File: src/rtl/ad9634_cfg_sequencer.sv
// AD9634 register-configuration sequencer: plays a host-filled table of 24-bit SPI
// words through the SPI controller and optionally appends the transfer/update write.
module ad9634_cfg_sequencer #(
  parameter int DEPTH          = 16,
  parameter int AW             = 4,
  parameter int GAP_CYCLES     = 8,
  parameter int TIMEOUT_CYCLES = 1024,
  parameter bit AUTO_UPDATE    = 1'b1
) (
  input  logic          clk,
  input  logic          rst,
  input  logic          tbl_we,
  input  logic [AW-1:0] tbl_addr,
  input  logic [23:0]   tbl_wdata,
  input  logic [AW:0]   num_cmds,
  input  logic          start,
  input  logic          abort,
  output logic          spi_load,
  output logic [23:0]   spi_data,
  input  logic          spi_busy,
  input  logic          spi_done,
  output logic          busy,
  output logic          done,
  output logic          error,
  output logic [AW:0]   cmd_idx
);

  localparam int TW = $clog2(TIMEOUT_CYCLES + 1);
  localparam int GW = $clog2(GAP_CYCLES + 1);
  localparam logic [TW-1:0] T_LAST      = TW'(TIMEOUT_CYCLES - 1);
  localparam logic [GW-1:0] G_LAST      = GW'(GAP_CYCLES - 1);
  localparam logic [AW:0]   DEPTH_W     = (AW+1)'(DEPTH);
  localparam logic [23:0]   UPDATE_WORD = 24'h00FF01;

  typedef enum logic [2:0] {S_IDLE, S_ISSUE, S_WAIT, S_GAP, S_FINISH, S_FAIL} state_t;

  state_t          state;
  logic [23:0]     tbl [DEPTH];
  logic [AW:0]     num_lat;
  logic [TW-1:0]   tcnt;
  logic [GW-1:0]   gcnt;
  logic            abort_flag;

  logic [AW:0]     num_clamped;
  logic [AW:0]     next_idx;
  logic            more_words;
  logic [23:0]     cur_word;
  logic [23:0]     next_word;

  // NOTE: the table has no reset; it is plain storage the host always writes before use.
  always_ff @(posedge clk) begin
    if (tbl_we && !busy) tbl[tbl_addr] <= tbl_wdata;
  end

  // The index equal to num_lat is the update word, never a table entry.
  always_comb begin
    num_clamped = (num_cmds > DEPTH_W) ? DEPTH_W : num_cmds;
    next_idx    = cmd_idx + 1'b1;
    more_words  = (cmd_idx != num_lat) && ((next_idx < num_lat) || AUTO_UPDATE);
    cur_word    = (cmd_idx  == num_lat) ? UPDATE_WORD : tbl[cmd_idx[AW-1:0]];
    next_word   = (next_idx == num_lat) ? UPDATE_WORD : tbl[next_idx[AW-1:0]];
  end

  // NOTE: pulse outputs default low at the top of the block; later assignments win.
  always_ff @(posedge clk or posedge rst) begin
    if (rst) begin
      state      <= S_IDLE;
      spi_load   <= 1'b0;
      spi_data   <= '0;
      busy       <= 1'b0;
      done       <= 1'b0;
      error      <= 1'b0;
      cmd_idx    <= '0;
      num_lat    <= '0;
      tcnt       <= '0;
      gcnt       <= '0;
      abort_flag <= 1'b0;
    end else begin
      spi_load <= 1'b0;
      done     <= 1'b0;
      error    <= 1'b0;
      if (state != S_IDLE && abort) abort_flag <= 1'b1;

      case (state)
        S_IDLE: begin
          abort_flag <= 1'b0;
          if (start) begin
            num_lat <= num_clamped;
            cmd_idx <= '0;
            if (num_clamped == '0 && !AUTO_UPDATE) begin
              state <= S_FINISH;
              done  <= 1'b1;
            end else begin
              busy  <= 1'b1;
              state <= S_ISSUE;
            end
          end
        end

        S_ISSUE: begin
          if (abort_flag) begin
            state <= S_FAIL;
            error <= 1'b1;
            busy  <= 1'b0;
          end else if (!spi_busy) begin
            spi_load <= 1'b1;
            spi_data <= cur_word;
            tcnt     <= '0;
            state    <= S_WAIT;
          end
        end

        S_WAIT: begin
          if (spi_done) begin
            gcnt  <= '0;
            state <= S_GAP;
          end else if (tcnt == T_LAST) begin
            state <= S_FAIL;
            error <= 1'b1;
            busy  <= 1'b0;
          end else begin
            tcnt <= tcnt + 1'b1;
          end
        end

        // The last gap cycle doubles as the issue decision so the next load lands
        // exactly GAP_CYCLES+1 cycles after spi_done.
        S_GAP: begin
          if (gcnt != G_LAST) begin
            gcnt <= gcnt + 1'b1;
          end else if (!more_words) begin
            state <= S_FINISH;
            done  <= 1'b1;
            busy  <= 1'b0;
          end else if (abort_flag) begin
            state <= S_FAIL;
            error <= 1'b1;
            busy  <= 1'b0;
          end else begin
            cmd_idx <= next_idx;
            if (!spi_busy) begin
              spi_load <= 1'b1;
              spi_data <= next_word;
              tcnt     <= '0;
              state    <= S_WAIT;
            end else begin
              state <= S_ISSUE;
            end
          end
        end

        S_FINISH, S_FAIL: begin
          abort_flag <= 1'b0;
          state      <= S_IDLE;
        end

        default: state <= S_IDLE;
      endcase
    end
  end

endmodule
File: config.mk
export PLATFORM = sky130hd
export DESIGN_NAME = ad9634_cfg_sequencer
export DESIGN_NICKNAME = d
export VERILOG_FILES = /design/src/rtl/ad9634_cfg_sequencer.sv
export SDC_FILE = /design/constraint.sdc
export NUM_CORES = 1
export LEC_CHECK = 0
export BUFFER_PORTS_ARGS = -buffer_cell sky130_fd_sc_hd__buf_4
export CORE_UTILIZATION = 50
export CTS_CLUSTER_SIZE = 30
export DETAILED_ROUTE_END_ITERATION = 6
export PLACE_DENSITY = 0.7
export SLEW_MARGIN = 20
export SYNTH_ARGS = -nofsm -noshare
export SYNTH_HDL_FRONTEND = slang
export SYNTH_SLANG_ARGS = --single-unit
File: constraint.sdc
create_clock -name clk -period 7.1 [get_ports clk]
set_input_delay 0.355 -clock clk [delete_from_list [all_inputs] [get_ports clk]]
set_output_delay 0.355 -clock clk [all_outputs]
set_load 0.02 [all_outputs]
==> qor.yml, run 1 <==
r2r_setup_slack_ns: 3.24
clock_power_share: 0.371
worstHoldPathCells: 2
slew_violations: 0
core_um2: 40900
cp_max_fo: 57
skew_ns: 0.0227
synth_top_family_by_area: "multiplexers"
worstReg2RegEnd: "spi_data[9]"
wire_per_inst_um: 28.4
ir_drop_v: 0.000194
die_w_um: 206
p_sw_frac: 0.273
yosysMostFrequentCell: "edfxtp_1"
avgSynthCellArea_um2: 16.3
drt-initial-drc-count: 1379
grt_usage: 0.265
p_int_uw: 4950
grt_pass1_wl_mm: 80.6
worst_pin_slew_ns: 1.17
grt_pass1_vias: 12730
final_area_um2: 23600
vias: 12548
worst-endpoint-required_ns: 7.55
cts_resized: 0
ant_nets: 0
hpwl_mm: 30.0
clock_latency_ns: 0.59
max_stage_delay_ns: 0.81
max_cap_viol_count: 0
synth_edf_count: 384
rows: 74
wirelength_mm: 54.4
synth-xor-area-share: 0.00825
gp_congestion: 0.814
drc: 0
grt_max_degree: 63
n_fill_cell: 3092
num_io_pins: 73
period_minus_slack_ns: 3.86
synth_common_cells: "edfxtp_1, mux4_2, nand2_1"
clkSinkCount: 441
numPortBuffers: 72
cts-root-buf: "clkbuf_16"
die_h_um: 206
yosysSeqAreaShare: 0.624
num-nets-final: 1385
crit_chain: "buf_4 > buf_4 > mux4_2 > nand2_1 > a21oi_1 > a2111oi_0 > o21ai_1"
synthAdderAreaFrac: 0.00229
p_seq_frac: 0.461
end_kind: "flop"
setup_violations: 0
p_per_area_nw_per_um2: 289
final_util: 0.576
p_leak_uw: 0.00749
synth_compound_area_frac: 0.0768
whs_ns: 0.0250
grt_overflow: 0
synth_area_leaders: "edfxtp_1, mux4_2, dfrtp_1"
synth_area_leader_cell: "edfxtp_1"
synthMuxAreaShare: 0.211
syn-cell-area_um2: 20800
min_from: "num_cmds[4]"
rsz0062_at_grt: "false"
hold_path_class: "in2reg"
arrival_ns: 4.31
yosysWarnings: 0
routed_via_density: 6.56
crit_type: "reg2reg"
power_switching_uw: 1860
synthArstFlopShare: 0.129
netlist.area_leader.share: 0.555
ff2ff_path_depth: 7
synthFlopType: "edfxtp_1"
synthSimpleGateAreaFrac: 0.0482
multi_input_area_um2: 7380
first_pass_iters: 5
rr_startpoint: "cmd_idx[0]"
drive_gt1_frac: 0.280
maxSlewHeadroom: 0.217
cpMostUsedCell: "buf_4"
final.period_utilization: 0.544
hold_viol: 0
worst_path_max_delay_cell: "buf_4"
dieArea_um2: 42400
ys_types: 66
fin_setup_tns_ns: 0
status: "completed"
hold_path_end: "num_lat[4]"
start_util: 0.508
synth_fp_nets: 1318
antenna_found_initial: 2
cp-start-kind: "flop"
areaGrowthSynthToFinish_pct: 13.4
combPwrFrac: 0.168
cts_tree: "yes"
fmax_ghz: 0.259
htreeDepth: 2
synth_cells: 1275
ys_ff_latch: 441
place_area_um2: 21900
path_clk_slew_ns: 0.06
numCtsBuffers: 46
seqCellArea_um2: 13000
clockBufferDepth: 3
-- sequential cells by signal, summed over array words and instances (netlist names), 3 cells and up --
register and flops:
cmd_idx 5, gcnt 4, num_lat 5, spi_data 24, state 3, tbl 384, tcnt 11
-- worst max path at each step --
stage                   end  startpoint  cells after the start
2_1_floorplan     tbl[0][0]        busy                      4
3_5_place_dp   spi_data[14]  cmd_idx[0]                      7
6_report        spi_data[9]  cmd_idx[0]                      7
3_3_place_gp    spi_data[8]  cmd_idx[0]                      7
4_1_cts         spi_data[9]  cmd_idx[0]                      7
5_1_grt         spi_data[9]  cmd_idx[0]                      7
-- layout by cell type (no fill, tap or decap), types with 6 or more instances in the layout --
cell	netlist	layout
xnor2_1	6	6
a22o_1	6	6
o2bb2ai_1	14	14
o21ai_1	11	12
a31oi_1	16	16
nor2_1	52	39
nand2b_1	21	21
nor2_4	0	12
bufinv_16	0	6
a22oi_1	28	28
nand3_1	10	10
o21ai_0	59	58
mux4_2	150	150
a221oi_1	15	15
a21oi_1	38	38
clkinv_2	0	11
clkbuf_1	21	10
inv_1	29	28
nand2_1	77	77
a211oi_1	12	12
mux2i_1	75	75
edfxtp_1	384	384
clkbuf_16	0	49
buf_4	20	102
mux2_2	23	23
xor2_1	8	7
dfrtp_1	57	53
nor2b_1	14	13
-- metrics by stage --
stage	instances	power [µW]	setup slack, ns
2_1_floorplan	1275	3860	4.01
3_3_place_gp	1822	4300	3.33
3_5_place_dp	1824	4320	3.28
4_1_cts	1911	6830	3.21
5_1_grt	1913	7030	2.91
6_report	1913	6810	3.24
-- area by class of cell --
class	count	area share
Clock inverter	23	0.0114
Sequential cell	441	0.550
Tap cell	532	0.0282
Multi-Input combinational cell	717	0.313
Clock buffer	63	0.0560
Inverter	30	0.00478
Antenna cell	1	0.000106
Timing Repair Buffer	106	0.0361
-- routing by layer --
layer | up-vias | part of all wire | GRT usage
li1 | 5322 | - | -
met1 | 6417 | 0.39 | 0.347
met2 | 651 | 0.49 | 0.439
met3 | 156 | 0.082 | 0.0515
met4 | 2 | 0.038 | 0.106
met5 | - | 0.00028 | 0
-- timing repair --
item | 4_1_cts | 5_1_grt
buffers inserted | 0 | 0
endpoints found under the hold margin | 1 | 0
hold buffers | 1 | 0
-- power groups by stage --
stage,clock network [µW],registers [µW],logic (µW)
global placement,0,3190,1120
global route,2640,3160,1230
CTS,2550,3140,1140
floorplan,0,3200,657
detailed placement,0,3190,1140
finish,2520,3140,1140
-- worst max-delay path, delay by kind of cell (launching register included) --
kind	cells	cell delay, ns
AO/OA/AOI/OAI	3	0.67
buffers and inverters	2	1.52
flip-flops	1	0.77
multiplexers	1	0.59
AND/OR/NAND/NOR	1	0.09
-- cells by family (layout without fill, tap and decap cells) --
| kind of cell | count (synthesis) | in the layout |
|---|---|---|
| other | 0 | 1 |
| buffers and inverters | 117 | 222 |
| AO/OA/AOI/OAI | 238 | 238 |
| XOR/XNOR | 17 | 17 |
| multiplexers | 248 | 248 |
| AND/OR/NAND/NOR | 210 | 210 |
| adder cells (fa/ha/maj) | 4 | 4 |
| flip-flops | 441 | 441 |
(Power assumes the default switching activity.)
==> run 2, diff against run 1 <==
--- a/config.mk
+++ b/config.mk
@@ -9,7 +9,7 @@
 export CORE_UTILIZATION = 50
 export CTS_CLUSTER_SIZE = 30
 export DETAILED_ROUTE_END_ITERATION = 6
-export PLACE_DENSITY = 0.7
+export PLACE_DENSITY = 0.72
 export SLEW_MARGIN = 20
 export SYNTH_ARGS = -nofsm -noshare
 export SYNTH_HDL_FRONTEND = slang
==> constraint.sdc (replaced) <==
create_clock -name clk -period 3.4 [get_ports clk]
set_input_delay 0.17 -clock clk [delete_from_list [all_inputs] [get_ports clk]]
set_output_delay 0.17 -clock clk [all_outputs]
set_load 0.02 [all_outputs]
==> run 2 against run 1 <==
Compared with the run above: critical path depth unchanged; total power increased by 110%; sequential power increased by 110%; clock power increased by 110%; register-to-register slack got worse by 2.7 ns; largest power group unchanged; setup slack got worse by 2.7 ns; utilization increased by 1.3 points; first-iteration DRC count increased by 8.0%; maximum frequency increased by 35%; hold slack improved by 0.028 ns.
==> qor.yml, run 2 (same netlist as run 1, synthesis figures left out) <==
status: "completed"
first_pass_iters: 5  # unchanged
ir_drop_v: 0.000383  # +98%
cts-root-buf: "clkbuf_16"
period_minus_slack_ns: 2.86  # -1.01 ns
slew_violations: 0  # unchanged
start_util: 0.508  # unchanged
regMostFlops: "tbl"
drive_gt1_frac: 0.283  # +0.00239
power_switching_uw: 3900  # +110%
vias: 12884  # +2.7%
maxSlewHeadroom: 0.455  # +0.237
largest_reg_flops: 384  # unchanged
fmax_ghz: 0.350  # +35%
num-nets-final: 1437  # +3.8%
gp_congestion: 0.836  # +2.7%
drt-initial-drc-count: 1489  # +8.0%
num_io_pins: 73  # unchanged
rows: 74  # unchanged
routed_via_density: 6.56  # about the same
p_int_uw: 10500  # +110%
drc: 0  # unchanged
top_regs: "tbl: 384 flops, spi_data: 24 flops, tcnt: 11 flops"
rsz0062_at_grt: "false"
core_um2: 40900  # unchanged
cts_tree: "yes"
numPortBuffers: 72  # unchanged
cp-start-kind: "flop"
hold_path_class: "in2reg"
die_w_um: 206  # unchanged
clock_latency_ns: 0.59  # about the same
worstReg2RegEnd: "spi_data[11]"
grt_overflow: 0  # unchanged
mostFrequentLayoutCells: "edfxtp_1, mux4_2, buf_4"
fin_setup_tns_ns: 0  # unchanged
p_seq_frac: 0.455  # -0.006
cts_resized: 0  # unchanged
postCtsSetupBuffers: 0  # unchanged
htreeDepth: 2  # unchanged
p_per_area_nw_per_um2: 598  # +110%
setup_ws_ns: 0.544  # -2.69 ns
clock_power_share: 0.375  # +0.004
max_cap_viol_count: 0  # unchanged
die_h_um: 206  # unchanged
areaGrowthSynthToFinish_pct: 16.0
n_antenna_cell: 0  # -1
dp_slack_ns: 0.575  # -2.70 ns
wirelength_mm: 53.8  # -0.96%
clkSinkCount: 441  # unchanged
cts_hold_buffers: 37  # +36
final_common_cell: "edfxtp_1"
worst-endpoint-required_ns: 3.86  # -3.69 ns
crit_type: "reg2reg"
p_leak_uw: 0.00774  # +3.4%
min_from: "spi_busy"
numCtsBuffers: 46  # unchanged
hpwl_mm: 30.9  # +3.0%
cp_max_fo: 19  # -67%
r2r_setup_slack_ns: 0.54  # -2.69 ns
dieArea_um2: 42400  # unchanged
skew_ns: 0.0266  # +0.00389 ns
final.period_utilization: 0.840  # +0.296
ff2ff_path_depth: 7  # unchanged
dp.cells: 1841  # +0.93%
layoutNonFillerInstCount: 1964  # +2.7%
combPwrFrac: 0.170  # +0.002
wire_per_inst_um: 27.4  # -3.5%
grt_max_degree: 107  # +70%
worstHoldPathCells: 4  # +2
grt_pass1_wl_mm: 80.3  # -0.35%
worst_pin_slew_ns: 0.818  # -0.353 ns
hold_viol: 0  # unchanged
grt_usage: 0.262  # -0.00333
antenna_found_initial: 0  # -2
rr_startpoint: "cmd_idx[0]"
final_util: 0.589  # +0.0131
grt_pass1_vias: 12829  # +0.78%
arrival_ns: 3.32  # -0.99 ns
p_sw_frac: 0.270  # -0.00322
path_clk_slew_ns: 0.06  # about the same
hold_path_end: "state[0]"
ant_nets: 0  # unchanged
setup_violations: 0  # unchanged
clockBufferDepth: 3  # unchanged
end_kind: "flop"
==> run 2: cell count changes in the layout (fill, tap and decap cells not counted), moves of 2 or more <==
cell           change
buf_12             +4
buf_16             -2
dlygate4sd3_1     +36
clkinv_1           +2
buf_4             +14
bufinv_16          +2
clkbuf_1           -4
==> run 2: through the flow <==
step                      cell area, µm²  hold slack, ns  power, µW
after CTS                          24100          0.0135      14500
after global placement             22100           0.329       9000
after detailed placement           22100           0.334       9060
after global routing               24100          0.0636      14900
final                              24100          0.0535      14400
after floorplan                    20800           0.269       8060
==> run 2: how the worst max path moves through the flow <==
stage | from | to | cells past startpoint
global placement | cmd_idx[1] | spi_data[11] | 7
finish | cmd_idx[0] | spi_data[11] | 7
floorplan | busy | tbl[0][0] | 4
detailed placement | cmd_idx[1] | spi_data[11] | 7
CTS | cmd_idx[1] | spi_data[11] | 7
global route | cmd_idx[1] | spi_data[11] | 7
==> run 2: final cells by class <==
cell class | count | area, µm²
fill | 3054 | 16800
sequential | 441 | 13000
multi-input combinational | 717 | 7380
timing repair buffer | 158 | 1340
clock buffer | 59 | 1300
tap | 532 | 666
clock inverter | 27 | 337
inverter | 30 | 113
==> run 2: power groups by stage <==
| stage | clock network, µW | logic (µW) | registers, µW |
|---|---|---|---|
| 2_1_floorplan | 0 | 1370 | 6690 |
| 3_3_place_gp | 0 | 2340 | 6660 |
| 3_5_place_dp | 0 | 2390 | 6670 |
| 4_1_cts | 5470 | 2440 | 6560 |
| 5_1_grt | 5670 | 2650 | 6590 |
| 6_report | 5410 | 2450 | 6570 |
==> run 2: worst max-delay path: stages (launching register included) <==
cell and delay [ns]:
dfrtp_4 0.62, ha_4 0.28, xnor2_4 0.61, a211oi_1 0.23, a41oi_2 0.45, buf_12 0.23
o2111ai_1 0.11, a22o_1 0.19
==> run 2: metal layers <==
metal	part of all wire	up-vias	wire, µm	global-route usage
met5	0	-	0	0
met4	0.032	0	1720	0.102
met3	0.086	133	4610	0.0458
met2	0.49	671	26500	0.427
met1	0.39	6663	21000	0.353
li1	-	5417	-	-
==> run 3, diff against run 2 <==
--- a/config.mk
+++ b/config.mk
@@ -5,11 +5,12 @@
 export SDC_FILE = /design/constraint.sdc
 export NUM_CORES = 1
 export LEC_CHECK = 0
+export ABC_AREA = 1
 export BUFFER_PORTS_ARGS = -buffer_cell sky130_fd_sc_hd__buf_4
 export CORE_UTILIZATION = 50
 export CTS_CLUSTER_SIZE = 30
 export DETAILED_ROUTE_END_ITERATION = 6
-export PLACE_DENSITY = 0.72
+export PLACE_DENSITY = 0.69
 export SLEW_MARGIN = 20
 export SYNTH_ARGS = -nofsm -noshare
 export SYNTH_HDL_FRONTEND = slang
==> constraint.sdc (replaced) <==
create_clock -name clk -period 2.7 [get_ports clk]
set_input_delay 0.135 -clock clk [delete_from_list [all_inputs] [get_ports clk]]
set_output_delay 0.135 -clock clk [all_outputs]
set_load 0.02 [all_outputs]
==> run 3 against run 2 <==
Compared with the run above: setup slack got worse by 0.31 ns; combinational power rose to 4.5 times the previous value; first-iteration DRC count rose by 83%; clock power up 17%; non-clock buffer count rose by 14; total power rose by 78%; clock skew decreased by 0.0061 ns; sequential power is 25% higher; register-to-register slack got worse by 0.31 ns; critical path depth grew 4; cell count up 67%; flip-flop and latch count unchanged; largest power group is now combinational cells.
==> qor.yml, run 3 <==
avgSynthCellArea_um2: 8.71  # -47%
antenna_found_initial: 1  # +1
netlist.area_leader.share: 0.510  # -0.0455
num_io_pins: 73  # unchanged
slew_violations: 0  # unchanged
largest_reg_flops: 384  # unchanged
crit_type: "reg2reg"
htreeDepth: 2  # unchanged
postCtsSetupBuffers: 0  # unchanged
wirelength_mm: 67.5  # +25%
hpwl_mm: 37.7  # +22%
status: "completed"
maxSlewHeadroom: 0.442  # -0.0120
die_w_um: 215  # +4.3%
final_common_cell: "nand2_1"
areaGrowthSynthToFinish_pct: 14.3
p_per_area_nw_per_um2: 993  # +66%
setup_violations: 0  # unchanged
worst-endpoint-required_ns: 3.15  # -0.71 ns
wire_per_inst_um: 20.6  # -25%
power_switching_uw: 10700  # +170%
clock_latency_ns: 0.57  # -0.02 ns
synthArstFlopShare: 0.129  # unchanged
drt-initial-drc-count: 2718  # +83%
numPortBuffers: 72  # unchanged
drive_gt1_frac: 0.0974  # -0.185
hold_path_class: "in2reg"
rows: 77  # +4.1%
mostFrequentLayoutCells: "nand2_1, nand3_1, edfxtp_1"
yosysMostFrequentCell: "nand2_1"
synth_edf_count: 384  # unchanged
synth_common_cells: "nand2_1, nand3_1, edfxtp_1"
cts-root-buf: "clkbuf_16"
synth_fp_nets: 2640  # +100%
grt_usage: 0.288  # +0.0260
start_util: 0.510  # +0.00186
worst_pin_slew_ns: 0.835  # +0.0168 ns
end_kind: "flop"
numCtsBuffers: 46  # unchanged
fmax_ghz: 0.406  # +16%
place_area_um2: 24000  # +8.6%
final.period_utilization: 0.913  # +0.0733
regMostFlops: "tbl"
cts_tree: "yes"
ir_drop_v: 0.00116  # +200%
combPwrFrac: 0.432  # +0.262
ys_types: 42  # -36%
p_seq_frac: 0.321  # -0.134
skew_ns: 0.0206  # -0.00607 ns
grt_max_degree: 184  # +72%
n_antenna_cell: 0  # unchanged
p_int_uw: 15000  # +43%
synthFlopType: "edfxtp_1"
p_leak_uw: 0.0107  # +38%
period_minus_slack_ns: 2.47  # -0.390 ns
ant_nets: 0  # unchanged
fin_setup_tns_ns: 0  # unchanged
ys_ff_latch: 441  # unchanged
grt_pass1_wl_mm: 102  # +27%
synth_cells: 2597  # +100%
arrival_ns: 2.92  # -0.40 ns
syn-cell-area_um2: 22600  # +8.9%
num-nets-final: 2696  # +88%
cts_hold_buffers: 37  # unchanged
cp_max_fo: 44  # +25
cts_resized: 0  # unchanged
dieArea_um2: 46100  # +8.8%
top_regs: "tbl: 384 flops, spi_data: 24 flops, tcnt: 11 flops"
synth_area_leader_cell: "edfxtp_1"
synth_area_leaders: "edfxtp_1, nand2_1, nand3_1"
yosysSeqAreaShare: 0.573  # -0.0511
gp_congestion: 0.891  # +6.6%
grt_pass1_vias: 18084  # +41%
max_cap_viol_count: 0  # unchanged
core_um2: 44400  # +8.5%
p_sw_frac: 0.415  # +0.145
first_pass_iters: 6  # +1
clockBufferDepth: 3  # unchanged
yosysWarnings: 0  # unchanged
routed_via_density: 5.89  # -10%
die_h_um: 215  # +4.3%
grt_overflow: 0  # unchanged
final_area_um2: 25900  # +7.3%
clock_power_share: 0.247  # -0.128
clkSinkCount: 441  # unchanged
drc: 0  # unchanged
hold_viol: 0  # unchanged
path_clk_slew_ns: 0.06  # about the same
cp-start-kind: "flop"
rsz0062_at_grt: "false"
vias: 19320  # +50%
==> run 3: final cells by class <==
type / instances / area [µm²]
clock buffer: 61 / 1250
clock inverter: 24 / 244
fill: 3702 / 18600
inverter: 218 / 828
multi-input combinational: 1774 / 8110
sequential: 441 / 13000
tap: 592 / 741
timing repair buffer: 172 / 1720
==> run 3: cells by family after synthesis <==
kind of cell | Yosys count | synth area share
and+or+nand+nor | 1464 | 0.278
adders and majority gates | 3 | 0.00166
DFF | 441 | 0.573
AOI/OAI and AO/OA | 302 | 0.0704
xor gates and xnor gates | 5 | 0.00276
buffers and inverters | 382 | 0.0750
==> run 3: power by group through the flow <==
| stage | clock, µW | sequential [µW] | combinational (µW) |
|---|---|---|---|
| after global placement | 0 | 8350 | 10500 |
| final | 6340 | 8240 | 11100 |
| after floorplan | 0 | 8380 | 7820 |
| after CTS | 6370 | 8220 | 10900 |
| after global routing | 6610 | 8260 | 12200 |
| after detailed placement | 0 | 8360 | 10800 |
==> run 3: path summary, 6_finish.rpt <==
path / start / end / slack [ns] / cells after the start
max reg2reg: cmd_idx[0] / spi_data[4] / 0.23 / 11
min reg2reg: spi_data[18] / spi_data[18] / 0.49 / 2
min in group asynchronous: rst / spi_data[5] / 0.31 / 3
max: cmd_idx[0] / spi_data[4] / 0.23 / 11
min: spi_busy / state[1] / 0.04 / 5
max in group asynchronous: rst / num_lat[1] / 1.72 / 4
==> run 3: per-layer routing <==
metal	routed length, µm	track usage	vias to the layer above
li1	-	-	8817
met1	26500	0.404	9101
met2	30700	0.447	1197
met3	7870	0.0457	203
met4	2380	0.120	2
met5	12	0	-
==> run 3: stage by stage <==
| stage | hold WS [ns] | utilization | total power (µW) | std cells | setup slack [ns] |
|---|---|---|---|---|---|
| floorplan | 0.234 | - | 16200 | 2597 | 0.420 |
| global placement | 0.340 | 0.540 | 18800 | 3160 | 0.391 |
| detailed placement | 0.345 | 0.540 | 19100 | 3160 | 0.296 |
| CTS | 0.0242 | 0.582 | 25500 | 3282 | 0.282 |
| global route | 0.0790 | 0.582 | 27100 | 3282 | 0.0343 |
| finish | 0.0429 | 0.582 | 25700 | 3282 | 0.234 |
==> run 3: critical path, stage by stage (launching register included) <==
cell,delay [ns]
dfrtp_4,0.58
ha_4,0.53
inv_2,0.09
buf_4,0.33
a21oi_1,0.22
o21ai_0,0.12
nand3_1,0.12
nand3_1,0.06
nand3_1,0.09
nand2_1,0.06
nand2_1,0.07
nand2_1,0.05
